===== src/rtl/ifetch_queue.sv =====
// Instruction-fetch byte queue: fetches opcode bytes into a DEPTH-entry ring and
// presents the oldest four as a window. Define IFETCH_QUEUE_DEBUG_EN to expose occupancy/state.
module ifetch_queue #(
    parameter int DEPTH = 8
) (
    input  logic        CLK,
    input  logic        RST,
    input  logic        flush0,
    input  logic [15:0] targetPC,
    output logic [15:0] I_addr,
    output logic        I_rd,
    input  logic [7:0]  I_data,
    input  logic        I_wait,
    output logic [31:0] win_data,
    output logic [2:0]  win_count,
    output logic [15:0] win_pc,
    input  logic [2:0]  consume
`ifdef IFETCH_QUEUE_DEBUG_EN
    ,
    output logic [3:0]  DEBUG_occ,
    output logic [1:0]  DEBUG_state
`endif
);

    localparam int PW = $clog2(DEPTH);
    localparam int OW = PW + 1;

    typedef enum logic [1:0] {
        FETCH    = 2'd0,
        FULL     = 2'd1,
        REDIRECT = 2'd2
    } state_t;

    state_t        state_q, state_d;
    logic [15:0]   fetch_pc_q, fetch_pc_d;
    logic [15:0]   win_pc_q, win_pc_d;
    logic [OW-1:0] occ_q, occ_d;
    logic [PW-1:0] head_q, head_d;
    logic [PW-1:0] tail_q, tail_d;
    logic [2:0]    win_count_q, win_count_d;
    logic [7:0]    mem_q [DEPTH];
    logic [7:0]    mem_d [DEPTH];

    logic          capture;
    logic [2:0]    cons_eff;
    logic [PW-1:0] rd_idx;

    always_comb begin
        state_d     = state_q;
        fetch_pc_d  = fetch_pc_q;
        win_pc_d    = win_pc_q;
        occ_d       = occ_q;
        head_d      = head_q;
        tail_d      = tail_q;
        win_count_d = win_count_q;
        mem_d       = mem_q;

        // The request is masked while reset is held so memory sees no fetch in that cycle.
        I_rd     = (state_q == FETCH) && !RST;
        capture  = I_rd && !I_wait;
        cons_eff = (consume > win_count_q) ? win_count_q : consume;

        if (flush0) begin
            state_d     = REDIRECT;
            fetch_pc_d  = targetPC;
            win_pc_d    = targetPC;
            occ_d       = '0;
            head_d      = '0;
            tail_d      = '0;
            win_count_d = '0;
        end else begin
            if (capture) begin
                mem_d[tail_q] = I_data;
                tail_d        = tail_q + PW'(1);
                fetch_pc_d    = fetch_pc_q + 16'd1;
            end
            head_d      = head_q + PW'(cons_eff);
            win_pc_d    = win_pc_q + 16'(cons_eff);
            occ_d       = occ_q + OW'(capture) - OW'(cons_eff);
            win_count_d = (occ_d > OW'(4)) ? 3'd4 : 3'(occ_d);
            case (state_q)
                FETCH:    if (occ_d == OW'(DEPTH)) state_d = FULL;
                FULL:     if (occ_d < OW'(DEPTH))  state_d = FETCH;
                REDIRECT: state_d = FETCH;
                default:  state_d = FETCH;
            endcase
        end
    end

    always_ff @(posedge CLK) begin
        if (RST) begin
            state_q     <= FETCH;
            fetch_pc_q  <= '0;
            win_pc_q    <= '0;
            occ_q       <= '0;
            head_q      <= '0;
            tail_q      <= '0;
            win_count_q <= '0;
            mem_q       <= '{default: '0};
        end else begin
            state_q     <= state_d;
            fetch_pc_q  <= fetch_pc_d;
            win_pc_q    <= win_pc_d;
            occ_q       <= occ_d;
            head_q      <= head_d;
            tail_q      <= tail_d;
            win_count_q <= win_count_d;
            mem_q       <= mem_d;
        end
    end

    // Window bytes beyond the valid count read as zero.
    always_comb begin
        win_data = '0;
        rd_idx   = '0;
        for (int i = 0; i < 4; i++) begin
            rd_idx = head_q + PW'(i);
            if (3'(i) < win_count_q) win_data[8*i +: 8] = mem_q[rd_idx];
        end
    end

    assign I_addr    = fetch_pc_q;
    assign win_count = win_count_q;
    assign win_pc    = win_pc_q;

`ifdef IFETCH_QUEUE_DEBUG_EN
    assign DEBUG_occ   = 4'(occ_q);
    assign DEBUG_state = state_q;
`endif

endmodule

===== config.mk =====
export PLATFORM = sky130hd
export DESIGN_NAME = ifetch_queue
export DESIGN_NICKNAME = d
export VERILOG_FILES = /design/src/rtl/ifetch_queue.sv
export SDC_FILE = /design/constraint.sdc
export NUM_CORES = 1
export LEC_CHECK = 0
export ABC_AREA = 1
export CAP_MARGIN = 20
export CORE_ASPECT_RATIO = 1.25
export CORE_MARGIN = 2
export CORE_UTILIZATION = 55
export CTS_CLUSTER_DIAMETER = 60
export CTS_CLUSTER_SIZE = 12
export DETAILED_ROUTE_END_ITERATION = 12
export PLACE_DENSITY_LB_ADDON = 0.2
export REMOVE_ABC_BUFFERS = 1
export SLEW_MARGIN = 20
export SYNTH_ARGS = -nofsm -noshare
export SYNTH_HDL_FRONTEND = slang
export SYNTH_SLANG_ARGS = --single-unit

===== constraint.sdc =====
create_clock -name CLK -period 4.2 [get_ports CLK]
set_clock_uncertainty 0.05 [all_clocks]
set_input_delay 0.84 -clock CLK [delete_from_list [all_inputs] [get_ports CLK]]
set_output_delay 0.84 -clock CLK [all_outputs]
set_load 0.03 [all_outputs]

==> results of run 1 <==
==> state kept, by name (all words and copies together), names as in the netlist <==
signal and count:
win_pc 16, win_count 3, mem_q 64, state_q 2
I_addr 16, tail_q 3, head_q 3, occ_q 4
==> logic make-up (layout without fill, tap and decap cells) <==
| kind of cell | after synthesis | after routing | synth area share (%) |
|---|---|---|---|
| XOR/XNOR | 13 | 13 | 1.71 |
| buffers and inverters | 153 | 231 | 9.25 |
| flip-flops | 111 | 111 | 33.5 |
| AND/OR/NAND/NOR | 466 | 466 | 29.0 |
| adder cells (fa/ha/maj) | 20 | 20 | 4.11 |
| AO/OA/AOI/OAI | 277 | 277 | 22.4 |
==> worst register-to-register path: stages, from the launching register on <==
cell,delay (ps)
dfxtp_1,470
clkinv_1,160
ha_1,350
nand3b_1,100
nand2_1,100
nand2_1,90
o21ai_0,500
inv_1,100
ha_1,320
inv_1,60
fa_1,430
xnor2_1,260
nor2_1,80
o21bai_1,130
nor3_1,50
==> layout make-up <==
class,instances,share of cell area [%]
Clock inverter,4,0.393
Timing Repair Buffer,110,13.2
Inverter,105,4.96
Sequential cell,111,28.0
Multi-Input combinational cell,776,47.9
Tap cell,161,2.53
Clock buffer,12,3.10
==> final timing paths <==
path,start,depth (start not counted),slack (ps),endpoint
setup / recovery,head_q[1],8,440,win_data[8]
hold / removal,mem_q[33],2,420,mem_q[33]
setup reg to reg,win_count[2],14,830,state_q[0]
hold reg to reg,mem_q[33],2,420,mem_q[33]
==> where the power goes <==
group          switching (mW)  leakage [nW]  total [mW]  internal (mW)
Clock                   0.389         0.125       0.810          0.421
Sequential             0.0738         0.903        1.19           1.12
Combinational            1.17          2.03        1.80          0.631
Total                    1.63          3.06        3.80           2.17
==> through the flow <==
step | cells | area (sq um) | hold slack [ps]
4_1_cts | 1279 | 7950 | 420
2_1_floorplan | 992 | 6420 | 392
6_report | 1279 | 7950 | 420
3_5_place_dp | 1263 | 7670 | 409
3_3_place_gp | 1263 | 7670 | 401
5_1_grt | 1279 | 7950 | 444
==> layer usage <==
layer / track usage [%] / routed length, um
met1: 37.1 / 7880
met4: 12.5 / 603
met2: 47.9 / 9120
met3: 3.69 / 1160
met5: 0 / 0
==> placed cells by master, fill, tap and decap left out, types with 5 or more instances in the layout <==
cell type	Yosys	final
nand2_1	280	280
o21ai_0	142	142
dfxtp_1	111	110
inv_1	100	100
a21oi_1	91	91
nor2_1	85	85
clkdlybuf4s50_1	0	83
nand3_1	61	61
buf_4	1	26
ha_1	17	17
nor3_1	16	15
o22ai_1	13	13
clkbuf_16	0	9
xor2_1	8	8
o211ai_1	8	8
a41oi_1	8	8
a31oi_1	7	7
nand4_1	7	7
xnor2_1	5	5
==> results.json, run 1 <==
{
  "outcome": "finished clean",
  "via_per_inst": 5.56,
  "drv_slew": 0,
  "synthTopCellsByCount": "nand2_1 (280), o21ai_0 (142), dfxtp_1 (111)",
  "cts_root_buf": "clkbuf_16",
  "start_kind": "flip-flop",
  "grt_max_degree": 115,
  "setup_tns_ps": 0,
  "clock-sinks": 111,
  "core_sq_mm": 0.0117,
  "multi_input_area_sq_mm": 0.00381,
  "crit_path_end_kind": "primary output",
  "clockBufferDepth": 2,
  "finalCriticalPeriod_ps": 3760,
  "worstMarginPinSlew_ps": 995,
  "wl_per_cell_um": 14.7,
  "async_flop_share_pct": 0,
  "required_ps": 3310,
  "n_antenna_cell": 0,
  "ys.flop_type": "dfxtp_1",
  "postCtsSetupBuffers": 0,
  "rsz0062_at_grt": "no",
  "hold_class": "reg -> reg",
  "drive_gt1_share_pct": 5.64,
  "initial_core_util_pct": 56.9,
  "critPathMaxStageDelay_ps": 670,
  "layout_setup_ws_ps": 441,
  "grt_pass1_vias": 6076,
  "io-pin-count": 99,
  "clk_pin_slew_worst_paths_ps": 70,
  "die_w_um": 102,
  "critPathTopFamily": "buffers and inverters",
  "cts.repair.resized": 0,
  "synthDistinctLibCells": 35,
  "synthTopCellsByArea": "dfxtp_1 (33%), nand2_1 (16%), o21ai_0 (11%)",
  "grt_overflow": 0,
  "max_cap_violations": 0,
  "avgSynthCellArea_sq_um": 6.38,
  "synth_seq_area_share_pct": 33.5,
  "dieArea_sq_mm": 0.0130,
  "p_total_mw": 3.80,
  "antenna_found_initial": 0,
  "leakage_nw": 3.06,
  "rows": 44,
  "register_area_sq_mm": 0.00222,
  "cp_slowest_cell": "ha_1",
  "post-place-ws_ps": 152,
  "ant_nets": 0,
  "slew_headroom_pct": 33.4,
  "crit_type": "reg -> out",
  "tritoncts": "built",
  "min_period_over_period_pct": 89.5,
  "cp_num_buf_inv": 4,
  "cp_max_fo": 18,
  "area_growth_syn_to_layout_pct": 19.7,
  "p_per_area_mw_per_mm2": 478,
  "worstPathArrival_ps": 2870,
  "h-tree-depth": 3,
  "synth_edf_count": 0,
  "peakVddDrop_v": 0.000269,
  "die_h_um": 127,
  "drc": 0,
  "yosysMostFrequentCell": "nand2_1",
  "first_pass_iters": 5,
  "fill_cells": 1081,
  "grt.total_usage_pct": 28.8,
  "synthCells": 1040,
  "place.gp.congestion": 0.934,
  "yosysTopAreaCellShare_pct": 33.5,
  "insertion_delay_ps": 350,
  "via_count": 7115,
  "numCtsBuffers": 9,
  "synth_warnings": 0,
  "io_buffers": 98,
  "yosysTopAreaCell": "dfxtp_1",
  "routed_wl_um": 18800,
  "finalNetCount": 1164,
  "max_clock_freq_ghz": 0.266,
  "final_util_pct": 68.1,
  "setup_violations": 0,
  "synth_seq_cells": 111,
  "grt_pass1_wl_um": 29800,
  "worstPathCellList": "inv_1 > ha_1 > inv_1 > buf_4 > nand2_1 > o211ai_1 > a21oi_1 > buf_4",
  "hold_viol": 0,
  "drt_iter0_drc": 411,
  "synthesis.area_sq_mm": 0.00664,
  "dp_hpwl_um": 13800,
  "cts_hold_buf": 0
}
Note: power is estimated with default switching activity, not from simulation.
==> run 2: changes to the inputs <==
--- a/config.mk
+++ b/config.mk
@@ -9,7 +9,7 @@
 export CAP_MARGIN = 20
 export CORE_ASPECT_RATIO = 1.25
 export CORE_MARGIN = 2
-export CORE_UTILIZATION = 55
+export CORE_UTILIZATION = 50
 export CTS_CLUSTER_DIAMETER = 60
 export CTS_CLUSTER_SIZE = 12
 export DETAILED_ROUTE_END_ITERATION = 12
==> run 2 against run 1 <==
First-iteration DRC count is 1.2% lower; setup slack lost 100 ps; combinational power is 2% higher; critical path type unchanged; sequential cell count unchanged; clock power rose by 25%; hold slack worse by 0.58 ps; maximum frequency is 2.7% lower.
==> results.json, run 2 (synthesis results as in run 1) <==
{
  "dp_hpwl_um": 14200,
  "largest-register": "mem_q",
  "peakVddDrop_v": 0.000289,
  "rows": 47,
  "crit_path_end_kind": "primary output",
  "clock-sinks": 111,
  "drive_gt1_share_pct": 5.89,
  "io_buffers": 98,
  "max_cap_violations": 0,
  "io-pin-count": 99,
  "crit_type": "reg -> out",
  "core_sq_mm": 0.0131,
  "cts_hold_buf": 0,
  "hold_class": "reg -> reg",
  "dieArea_sq_mm": 0.0142,
  "postCtsSetupBuffers": 0,
  "antenna_found_initial": 0,
  "clk_pin_slew_worst_paths_ps": 70,
  "grt_pass1_vias": 6347,
  "layout_common_cells": "nand2_1 (280), o21ai_0 (142), dfxtp_1 (110)",
  "wl_per_cell_um": 15.0,
  "ant_nets": 0,
  "placed_area_sq_mm": 0.00771,
  "tritoncts": "built",
  "start_kind": "flip-flop",
  "finalInstanceArea_sq_mm": 0.00806,
  "h-tree-depth": 3,
  "area_growth_syn_to_layout_pct": 21.3,
  "largest_reg_flops": 64,
  "place.gp.congestion": 0.895,
  "outcome": "finished clean",
  "cp_max_fo": 8,
  "layout_setup_ws_ps": 337,
  "grt_overflow": 0,
  "holdWs_ps": 419,
  "first_pass_iters": 5,
  "cts_root_buf": "clkbuf_16",
  "setup_violations": 0,
  "fin_cells": 1292,
  "drc": 0,
  "required_ps": 3310,
  "layout_commonest_cell": "nand2_1",
  "drt_iter0_drc": 406,
  "post-place-ws_ps": 124,
  "rsz0062_at_grt": "no",
  "cts.repair.resized": 0,
  "finalCriticalPeriod_ps": 3860,
  "grt_max_degree": 84,
  "clockBufferDepth": 2,
  "die_w_um": 107,
  "routed_wl_um": 19400,
  "n_antenna_cell": 0,
  "insertion_delay_ps": 360,
  "grt.total_usage_pct": 27.5,
  "numCtsBuffers": 9,
  "drv_slew": 0,
  "hold_viol": 0,
  "finalNetCount": 1168,
  "via_per_inst": 5.43,
  "max_clock_freq_ghz": 0.259,
  "grt_pass1_wl_um": 31500,
  "placed_cells": 1277,
  "p_per_area_mw_per_mm2": 502,
  "p_total_mw": 4.04,
  "setup_tns_ps": 0,
  "leakage_nw": 3.12,
  "die_h_um": 133,
  "min_period_over_period_pct": 92.0,
  "initial_core_util_pct": 50.6,
  "worstMarginPinSlew_ps": 975,
  "worstPathArrival_ps": 2970,
  "slew_headroom_pct": 35.0,
  "final_util_pct": 61.4,
  "via_count": 7020
}
[run 2: worst max-delay path, cell delays in order, from the launching register on]
cell             delay, ps
dfxtp_1                490
inv_1                  110
ha_1                   200
xor2_1                 530
inv_1                  390
o211ai_1               200
a21oi_1                 90
clkdlybuf4s50_1        600
[run 2: worst paths after layout]
| check | startpoint | endpoint | slack, ps | depth (start not counted) |
|---|---|---|---|---|
| hold reg to reg | mem_q[38] | mem_q[38] | 420 | 2 |
| hold / removal | mem_q[38] | mem_q[38] | 420 | 2 |
| setup reg to reg | win_count[2] | state_q[0] | 890 | 14 |
| setup / recovery | head_q[1] | win_data[24] | 340 | 7 |
[run 2: metal layers]
metal,GRT usage (%),wire (um),up-vias
met4,10.8,538,0
met3,3.40,1160,42
li1,-,-,3582
met2,48.0,9690,248
met1,34.1,8060,3148
met5,0,0,-
[run 2: power breakdown]
part	internal, mW	switching, mW	total, mW
Combinational	0.644	1.20	1.84
Sequential	1.12	0.0695	1.19
Clock	0.613	0.397	1.01
Total	2.38	1.67	4.04
[run 2: area by class of cell]
class	count	area [sq um]
Inverter	105	394
Clock inverter	3	90.1
Multi-Input combinational cell	776	3800
Clock buffer	12	256
Tap cell	171	214
Sequential cell	111	2220
Timing Repair Buffer	114	1080
Fill cell	1259	5060
==> patch 1 (config.mk and constraints of run 1) <==
`DEPTH`: 8 -> 16.
--- a/src/rtl/ifetch_queue.sv
+++ b/src/rtl/ifetch_queue.sv
@@ -1,7 +1,7 @@
 // Instruction-fetch byte queue: fetches opcode bytes into a DEPTH-entry ring and
 // presents the oldest four as a window. Define IFETCH_QUEUE_DEBUG_EN to expose occupancy/state.
 module ifetch_queue #(
-    parameter int DEPTH = 8
+    parameter int DEPTH = 16
 ) (
     input  logic        CLK,
     input  logic        RST,
Function: no difference found for any inputs over 4 cycles, from zero or initial values and one cycle with RST high; that may be too few to reach the edited logic, so the function may still have changed.
==> patch 1 against run 1 <==
Hold slack better by 0.0021 ns; wire length up 110%; first-iteration DRC count rose to 3.0 times the old value; final area up 66%; area after synthesis up 75%; total power up 54%; clock power up 91%; sequential cell count up 67; combinational power up 37%; setup slack worse by 0.23 ns.
==> patch 1: results (changes against run 1) <==
| Metric | Value |
|---|---|
| Reg2Reg Setup Slack | 0.72 ns (-0.11 ns) |
| Mean routed wirelength per cell | 17.5 µm (+19%) |
| WL final | 39000 µm (+110%) |
| Netlist cell types | 45 (+29%) |
| Share of layout cells above drive strength 1 | 0.0640 (+0.00765) |
| Largest net degree at the start of global routing | 126 (+9.6%) |
| 1st-pass router iterations | 6 (+1) |
| FF-to-FF End | win_pc[10]$_SDFF_PP0_ |
| First-pass GRT wire length | 59900 µm (+100%) |
| XOR/XNOR Fraction of Synth Area | 0.0120 (-0.00519) |
| DPL Wire Length | 28100 µm (+100%) |
| Critical Path Fanout Max | 14 (-4) |
| DP Cell Count | 2195 (+74%) |
| Status | completed |
| Min-delay src | state_q[0]$_SDFFE_PP0P_ |
| Crit path max-delay cell type | dfxtp_1 |
| VDD IR-drop max | 0.392 mV (+46%) |
| Max reg flops | 128 (+100%) |
| Post-Syn Area per Cell | 6.08 µm² (-4.7%) |
| Synth Area in Adders | 0.0321 (-0.00898) |
| Nets | 1999 (+72%) |
| Static leakage | 5.65 nW (+85%) |
| Synth cell count leaders | nand2_1, nor2_1, o21ai_0, dfxtp_1, nand3_1 |
| Critical Path Max Stage Delay | 0.87 ns (+0.20 ns) |
| CP delay by family, top | flip-flops |
| Sequential-to-total area share from yosys stat | 0.307 (-0.0279) |
| Gr usage total | 0.345 (+0.0571) |
| H-tree depth | 4 (+1) |
| Ranking of synthesized cells by area | dfxtp_1, nand2_1, o21ai_0 |
| Compound-gate portion of the synthesized area | 0.189 (-0.0351) |
| Switching share of power | 0.417 (-0.0111) |
| Hold_ws | 0.422 ns (+0.00213 ns) |
| Mux contribution to synthesized area | 0.00431 (+0.00431) |
| Latest clock arrival within the worst-skew pair | 0.43 ns (+0.08 ns) |
| Vias | 12700 (+79%) |
## patch 1: tightest hold or removal path, cell delays in order, from the launching register on
cell and delay [ns]:
dfxtp_1 0.33, inv_1 0.05, a21oi_1 0.05
## patch 1: layer usage
layer,track usage,wire [µm],vias to the layer above
li1,-,-,6271
met1,0.399,15100,5734
met2,0.593,18700,584
met3,0.0499,2590,139
met4,0.219,2640,0
met5,0,0,-
## patch 1: cell type report
cell class	instances	area (µm²)	area share
flip-flops and latches	178	3570	0.270
multi-input cells	1477	7020	0.531
clock buffers	20	447	0.0338
inverters	144	542	0.0410
clock inverters	12	110	0.00833
well taps	274	343	0.0259
repair buffers	122	1190	0.0899
## patch 1: how the worst max path moves through the flow
stage | startpoint | to | slack, ns | cells after the start
6_report | head_q[2]$_SDFF_PP0_ | win_data[12] | 0.21 | 10
3_5_place_dp | consume[2] | win_pc[10]$_SDFF_PP0_ | 0.03 | 18
2_1_floorplan | head_q[0]$_SDFF_PP0_ | win_data[9] | -4.82 | 8
4_1_cts | head_q[2]$_SDFF_PP0_ | win_data[10] | 0.14 | 7
3_3_place_gp | consume[2] | win_pc[10]$_SDFF_PP0_ | 0.26 | 18
5_1_grt | head_q[2]$_SDFF_PP0_ | win_data[15] | 0.08 | 10
## patch 1: cell families after synthesis
logic type	count (synthesis)
fa+ha+maj	28
mux	5
buf+inv	254
simple gates	1020
compound gates	412
flops	178
xor+xnor	12
## patch 1: metrics by stage
stage / total power [mW] / setup WS (ns) / instance area, µm²
after detailed placement: 4.26 / 0.0312 / 12700
after global routing: 6.15 / 0.0764 / 13200
after global placement: 4.22 / 0.255 / 12700
after floorplan: 3.46 / -4.82 / 11100
final: 5.84 / 0.207 / 13200
after CTS: 5.79 / 0.137 / 13200
## patch 1: power by group through the flow
stage / logic (mW) / registers (mW) / clock network (mW)
floorplan: 1.50 / 1.96 / 0
global placement: 2.35 / 1.86 / 0
detailed placement: 2.40 / 1.86 / 0
CTS: 2.41 / 1.82 / 1.56
global route: 2.69 / 1.83 / 1.63
finish: 2.46 / 1.83 / 1.55
## patch 1: timing repair
item                                    CTS  global route
resized for setup                         0             1
endpoints found under the setup margin    0             7
buffers inserted                          0             0
==> patch 2 (config.mk and constraints of run 1) <==
Made on the original files. Put one more register stage on the output `win_count`, with the module's reset. The value now appears one clock later. The other outputs are not delayed to match.
--- a/src/rtl/ifetch_queue.sv
+++ b/src/rtl/ifetch_queue.sv
@@ -120,7 +120,13 @@
     end
 
     assign I_addr    = fetch_pc_q;
-    assign win_count = win_count_q;
+    always_ff @(posedge CLK) begin
+        if (RST) begin
+            win_count <= '0;
+        end else begin
+            win_count <= win_count_q;
+        end
+    end
     assign win_pc    = win_pc_q;
 
 `ifdef IFETCH_QUEUE_DEBUG_EN
Function: changed (a bounded check fails within 4 cycles, from zero or initial values and one cycle with RST high).
==> patch 2 against run 1 <==
Wire length up 6.5%; final area rose by 6.1%; clock power up 88%; total power up 11%; highest routed layer unchanged; sequential cell count is 3 higher; area after synthesis up 2.3%; register-to-register slack got worse by 0.26 ns; setup slack worse by 0.0014 ns.
==> patch 2: results (changes against run 1) <==
| Metric | Value |
|---|---|
| Status | completed |
| Ranking of synthesized cells by area | dfxtp_1, nand2_1, o21ai_0 |
| Antenna violations before repair | 0 (unchanged) |
| Num CTS Buffers | 17 (+8) |
| CP delay by family, top | adder cells |
| Critical Path Max Stage Delay | 0.53 ns (-0.14 ns) |
| Latest clock arrival within the worst-skew pair | 0.42 ns (+0.07 ns) |
| Slew margin rel. | 0.336 (+0.00120) |
| Cell Area, Placed | 7820 µm² (+1.9%) |
| Clock Pin Slew Worst Setup and Hold Paths | 0.06 ns |
| Deepest clock path buffer count | 2 (unchanged) |
| XOR/XNOR Fraction of Synth Area | 0.0190 (+0.00183) |
| Root Buffer | clkbuf_16 |
| Postcts setup bufs | 0 (unchanged) |
| Sequential-to-total area share from yosys stat | 0.336 (+0.00138) |
| H-tree depth | 4 (+1) |
| Hold Crit Class | flop to flop |
| Share of layout cells above drive strength 1 | 0.0780 (+0.0216) |
| VDD IR-drop max | 0.290 mV (+7.6%) |
| Largest reg by FF count | mem_q |
| 1st-pass router iterations | 7 (+2) |
| Gr usage total | 0.308 (+0.0198) |
| Synth Area in Adders | 0.0402 (-0.000916) |
| Max reg flops | 64 (unchanged) |
| Iter 0 DRT Violations | 441 (+7.3%) |
| Critical Path Fanout Max | 4 (-14) |
| WL met1 | 8010 µm (+1.6%) |
| Fillcell total | 1060 (-1.9%) |
| Most used flip-flop cell after synthesis | dfxtp_1 |
| YS warnings | 0 (unchanged) |
| Largest net degree at the start of global routing | 59 (-49%) |
| Synth async-reset ratio | 0 (unchanged) |
| Combinational family with the most area after synthesis | simple AND/OR/NAND/NOR gates |
| Worst EP arrival | 4.03 ns (+1.16 ns) |
| Mean routed wirelength per cell | 15.6 µm (+6.4%) |
| Vias in the first global route | 6612 (+8.8%) |
| Post_cts resized | 0 (unchanged) |
| Vias | 7232 (+1.6%) |
| DPL Wire Length | 13400 µm (-3.1%) |
| Nets | 1154 (-0.86%) |
| Mux contribution to synthesized area | 0 (unchanged) |
| DR WL met2 | 9690 µm (+6.2%) |
| Synth cell count leaders | nand2_1, o21ai_0, dfxtp_1, inv_1, a21oi_1 |
| Crit path max-delay cell type | fa_1 |
| Netlist cell types | 41 (+17%) |
| DR WL met3 | 1560 µm (+34%) |
| First-pass GRT wire length | 31800 µm (+6.6%) |
| IO Port Bufs | 98 (unchanged) |
| Compound-gate portion of the synthesized area | 0.242 (+0.0175) |
| Placer Congestion | 0.883 (-5.5%) |
| Static leakage | 3.29 nW (+7.7%) |
| # diodes | 0 (unchanged) |
| Top sig layer | met4 |
## patch 2: metal layers
| layer | vias up | track usage |
|---|---|---|
| li1 | 3581 | - |
| met1 | 3288 | 0.368 |
| met2 | 306 | 0.520 |
| met3 | 57 | 0.0578 |
| met4 | 0 | 0.152 |
| met5 | - | 0 |
## patch 2: area by class of cell
cell class	count	area, µm²	area share
clock buffer	23	488	0.0579
multi-input combinational	741	3800	0.451
tap	164	205	0.0243
inverter	113	429	0.0509
timing repair buffer	116	1100	0.130
clock inverter	9	128	0.0151
sequential	114	2280	0.271
## patch 2: per-stage QoR
stage / cells / util / power (mW) / worst slack (ns) / hold WS, ns
floorplan: 968 / - / 2.18 / -1.44 / 0.391
global placement: 1248 / 0.646 / 2.68 / 0.145 / 0.405
detailed placement: 1248 / 0.646 / 2.70 / 0.0343 / 0.410
CTS: 1280 / 0.697 / 4.21 / 0.458 / 0.418
global route: 1280 / 0.697 / 4.45 / 0.0830 / 0.445
finish: 1280 / 0.697 / 4.23 / 0.440 / 0.422
## patch 2: path summary, 6_finish.rpt
check	startpoint	to	slack, ns	cells past startpoint
min	mem_q[47]$_SDFFE_PP0P_	mem_q[47]$_SDFFE_PP0P_	0.42	2
min reg2reg	mem_q[47]$_SDFFE_PP0P_	mem_q[47]$_SDFFE_PP0P_	0.42	2
max reg2reg	win_count_q[2]$_SDFF_PP0_	win_count_q[1]$_SDFF_PP0_	0.57	15
max	consume[2]	win_count_q[1]$_SDFF_PP0_	0.44	15
## patch 2: report_power, final
part	switching, mW	total, mW	leakage, nW	internal, mW
clock	0.527	1.52	0.295	0.992
sequential	0.0677	1.22	0.927	1.15
combinational	0.965	1.49	2.07	0.525
